<file path="config.mk">
export PLATFORM = sky130hd
export DESIGN_NAME = gate_trigger_queue
export DESIGN_NICKNAME = d
export VERILOG_FILES = /design/src/rtl/gate_trigger_queue.sv
export SDC_FILE = /design/constraint.sdc
export NUM_CORES = 1
export LEC_CHECK = 0
export CAP_MARGIN = 0
export CORE_MARGIN = 3
export CORE_UTILIZATION = 40
export CTS_CLUSTER_SIZE = 10
export DETAILED_ROUTE_END_ITERATION = 12
export MAX_ROUTING_LAYER = met4
export SLEW_MARGIN = 20
export SYNTH_ARGS = -nofsm -noshare
export SYNTH_HDL_FRONTEND = slang
export SYNTH_SLANG_ARGS = --single-unit
</file>
<file path="constraint.sdc">
create_clock -name clk -period 7 [get_ports clk]
set_input_delay 1.05 -clock clk [delete_from_list [all_inputs] [get_ports clk]]
set_output_delay 1.05 -clock clk [all_outputs]
set_load 0.03 [all_outputs]
</file>
<file path="src/rtl/gate_trigger_queue.sv">
// Serialises one-cycle gate output pulses into a FIFO of gate indices.
// Simultaneous pulses are ordered lowest index first; back-pressure parks them in a pending mask.
module gate_trigger_queue #(
    parameter int N_GATES = 16,
    parameter int DEPTH   = 8,
    localparam int IDX_W  = $clog2(N_GATES)
) (
    input  logic               clk,
    input  logic               logic_reset,
    input  logic [N_GATES-1:0] gate_out,
    input  logic               trig_ready,
    output logic               trig_valid,
    output logic [IDX_W-1:0]   trig_idx,
    output logic               idle,
    output logic               dup_err
);
    localparam int PTR_W = $clog2(DEPTH);
    localparam int CNT_W = $clog2(DEPTH) + 1;
    localparam logic [CNT_W-1:0] FULL_COUNT = CNT_W'(DEPTH);

    logic [N_GATES-1:0] pending;
    logic [N_GATES-1:0] grant;
    logic [IDX_W-1:0]   grant_idx;
    logic [IDX_W-1:0]   mem [DEPTH];
    logic [PTR_W-1:0]   rd_ptr;
    logic [PTR_W-1:0]   wr_ptr;
    logic [CNT_W-1:0]   count;
    logic               pop;
    logic               push;

    assign trig_valid = (count != '0);
    assign pop        = trig_valid && trig_ready;
    assign push       = (pending != '0) && ((count != FULL_COUNT) || pop);
    assign trig_idx   = trig_valid ? mem[rd_ptr] : '0;
    assign idle       = (pending == '0) && (count == '0) && (gate_out == '0);

    // Priority pick of the lowest pending bit; only the registered mask is considered.
    always_comb begin
        grant_idx = '0;
        grant     = '0;
        for (int i = N_GATES - 1; i >= 0; i--) begin
            if (pending[i]) begin
                grant_idx = IDX_W'(i);
            end
        end
        if (push) begin
            grant[grant_idx] = 1'b1;
        end
    end

    always_ff @(posedge clk) begin
        if (logic_reset) begin
            pending <= '0;
            rd_ptr  <= '0;
            wr_ptr  <= '0;
            count   <= '0;
            dup_err <= 1'b0;
        end else begin
            pending <= (pending & ~grant) | gate_out;
            // A pulse on a bit granted this very cycle is a fresh event, not a duplicate.
            if ((gate_out & pending & ~grant) != '0) begin
                dup_err <= 1'b1;
            end
            if (push) begin
                wr_ptr <= wr_ptr + 1'b1;
            end
            if (pop) begin
                rd_ptr <= rd_ptr + 1'b1;
            end
            case ({push, pop})
                2'b10:   count <= count + 1'b1;
                2'b01:   count <= count - 1'b1;
                default: count <= count;
            endcase
        end
    end

    // Storage has no reset; count gates every read.
    always_ff @(posedge clk) begin
        if (!logic_reset && push) begin
            mem[wr_ptr] <= grant_idx;
        end
    end

endmodule
</file>
==> impl_metrics.toml <==
[yosys]
synth-compound-area-share = 0.131
synth_xor_area_frac = 0.0202
muxShareOfSynthArea = 0.0757
async_flop_share = 0
synth_fa_ha_area_frac = 0.0272
ys_ff_latch = 62
synth_seq_area_share = 0.514
synth_top_family_by_area = "simple AND/OR/NAND/NOR gates"
syn_avg_cell_area_um2 = 10.8
synthSimpleGateAreaFrac = 0.199
synth_warnings = 0
syn_nets = 306
synth.distinct_cells = 50
synth-edff-count = 32
synthCells = 281
synth_ff_type = "edfxtp_1"
netlist_area_mm2 = 0.00304

[worst_setup_path]
end_kind = "output port"
crit_slowest_cell = "clkdlybuf4s50_1"
start_kind = "input port"
crit_type = "in2out"
worst-path-buf-inv = 2
cp.required_ps = 5950
crit_fanout = 3
max_stage_delay_ps = 700
crit_chain = "clkdlybuf4s50_1 -> nor4_1 -> nand4_1 -> nor3_1 -> clkdlybuf4s50_1"
crit_top_cell = "clkdlybuf4s50_1"
crit_arrival_ps = 2970
crit_family = "buffers and inverters"

[layout]
final_nets = 334
n_fill_cell = 686
drive_above_1_share = 0.127
final_cells = 413
regArea_mm2 = 0.00156
syn_to_final_growth_pct = 17.5
multi_input_area_mm2 = 0.00138
design_area_mm2 = 0.00357
final_util = 0.487
antenna_cells = 0

[global_route]
grt_max_degree = 31
grt_usage = 0.169
antenna_found_initial = 0
grt_first_pass_wirelength_um = 11000
grt_pass1_vias = 2260
overflow = 0

[clock_network]
hold_buffers = 0
htree_levels = 3
cts_tree = "yes"
cts_buffer_depth = 2
cts_resized = 0
clk_pin_slew_ps = 60
cts-root-buf = "clkbuf_8"
insertion_delay_ps = 330
clock_sinks = 62
numCtsBuffers = 9
cts_setup_buffers = 0

[timing]
setup_tns_ps = 0
max_slew.worst_pin.slew_ps = 1010
fmax_mhz = 248
relSlewSlack = 0.319
hold_violations = 0
rsz0062_at_grt = "false"
fin_crit_ps = 4020
min_period_over_period = 0.575
skew_ps = 11.3
setup_viol = 0
slew_viol_final = 0

[pwr]
switching_share = 0.319
p_leak_nw = 1.28
intPower_uw = 705
power_frac_seq = 0.444
vdd_drop_max_mv = 0.125
clock_power_share = 0.289
totalPowerFinal_mw = 1.04
p_comb_frac = 0.268
p_per_area_mw_per_mm2 = 290
p_switching_uw = 331

[routing]
viasPerCell = 5.35
wl_met2_um = 3330
wl_met1_um = 2780
dr_wl_met3_um = 293
drtPass1Iterations = 4
ant_nets = 0
route.vias.total = 2211
finalWirelength_um = 6520
routed.top_layer = "met4"
drc = 0
drtIter0Drc = 98
wl_per_cell_um = 15.8

[worst_hold_path]
hold_path_class = "reg2reg"

[floorplan]
fp-row-count = 31
die_area_mm2 = 0.00868
die_width_um = 93.2
core-area_mm2 = 0.00733
ioPinCount = 26
die_h_um = 93.2
initial_core_util = 0.415

[placed_design]
place_inst = 397
dp_hpwl_um = 4900
port_buffers = 25
placed_area_mm2 = 0.00338
gp_congestion = 0.847

[outcome]
status = "finished clean"

[job]
maxCapViolCount = 0
==> per-layer routing <==
layer / GRT usage / up-vias
met5: - / -
met4: 0.0574 / 0
met3: 0.0491 / 11
met2: 0.287 / 65
met1: 0.192 / 1049
li1: - / 1086
==> stage by stage <==
stage          hold slack, ps  setup slack (ps)
2_1_floorplan             454              3870
3_3_place_gp              467              2930
3_5_place_dp              479              2930
4_1_cts                   489              2920
6_report                  482              2980
5_1_grt                   516              2870
==> power groups by stage <==
stage	Sequential, mW	Combinational [mW]	Clock [mW]
3_5_place_dp	0.469	0.280	0
6_report	0.459	0.277	0.299
4_1_cts	0.461	0.281	0.308
2_1_floorplan	0.443	0.210	0
3_3_place_gp	0.469	0.277	0
5_1_grt	0.468	0.307	0.325
==> final timing paths <==
check	from	end	slack [ps]	depth (start not counted)
max	gate_out[10]	idle	2980	5
min	rd_ptr[1]	rd_ptr[1]	480	2
max reg2reg	count[0]	count[3]	3810	11
min reg2reg	rd_ptr[1]	rd_ptr[1]	480	2
==> sequential cells by signal, indices dropped and copies added, names as in the netlist, named ones only <==
signal and flops:
dup_err 1, pending 16, count 4, rd_ptr 3
mem 32, wr_ptr 3
==> cell usage in the layout (no fill, tap or decap), drive strengths merged, types with 9 or more instances in the layout <==
cell type	netlist	final
nor2	43	43
clkbuf	6	10
edfxtp	32	32
nor4	9	9
nor3	9	9
clkdlybuf4s50	0	25
inv	17	18
nand2	23	23
a21oi	26	26
dfxtp	30	30
==> synthesized netlist by cell type, drive strengths merged (5+ instances only) <==
cell type,number,area (um2)
nand2,23,88.8
nor4,9,92.6
edfxtp,32,961
a31oi,5,31.3
o21ai,8,40.0
dfxtp,30,601
mux2i,5,50.1
nor2,43,169
a21oi,26,130
inv,17,63.8
mux4,8,180
nor3,9,61.3
clkbuf,6,22.5
ha,5,62.6
xor2,5,43.8
==> worst reg2reg max path, cell delays in order, from the launching register on <==
cell and delay [ps]:
dfxtp_1 360, nor4_1 880, inv_1 200, nand2_1 200, inv_1 100, ha_1 240
ha_1 280, a21o_1 180, a21oi_1 170, xnor2_1 90, or3_1 300, a21oi_1 140
==> cells by family (layout without fill, tap and decap cells) <==
group | after synthesis | in the layout
AOI/OAI and AO/OA | 55 | 55
xor gates and xnor gates | 7 | 7
adders and majority gates | 6 | 6
muxes | 13 | 13
DFF | 62 | 62
and+or+nand+nor | 112 | 112
buffers and inverters | 26 | 59
==> cell type report <==
type,count,area share
flip-flops and latches,62,0.437
multi-input cells,193,0.386
inverters,17,0.0179
well taps,99,0.0347
clock inverters,6,0.0172
clock buffers,10,0.0357
repair buffers,26,0.0721
(Power assumes the default switching activity.)
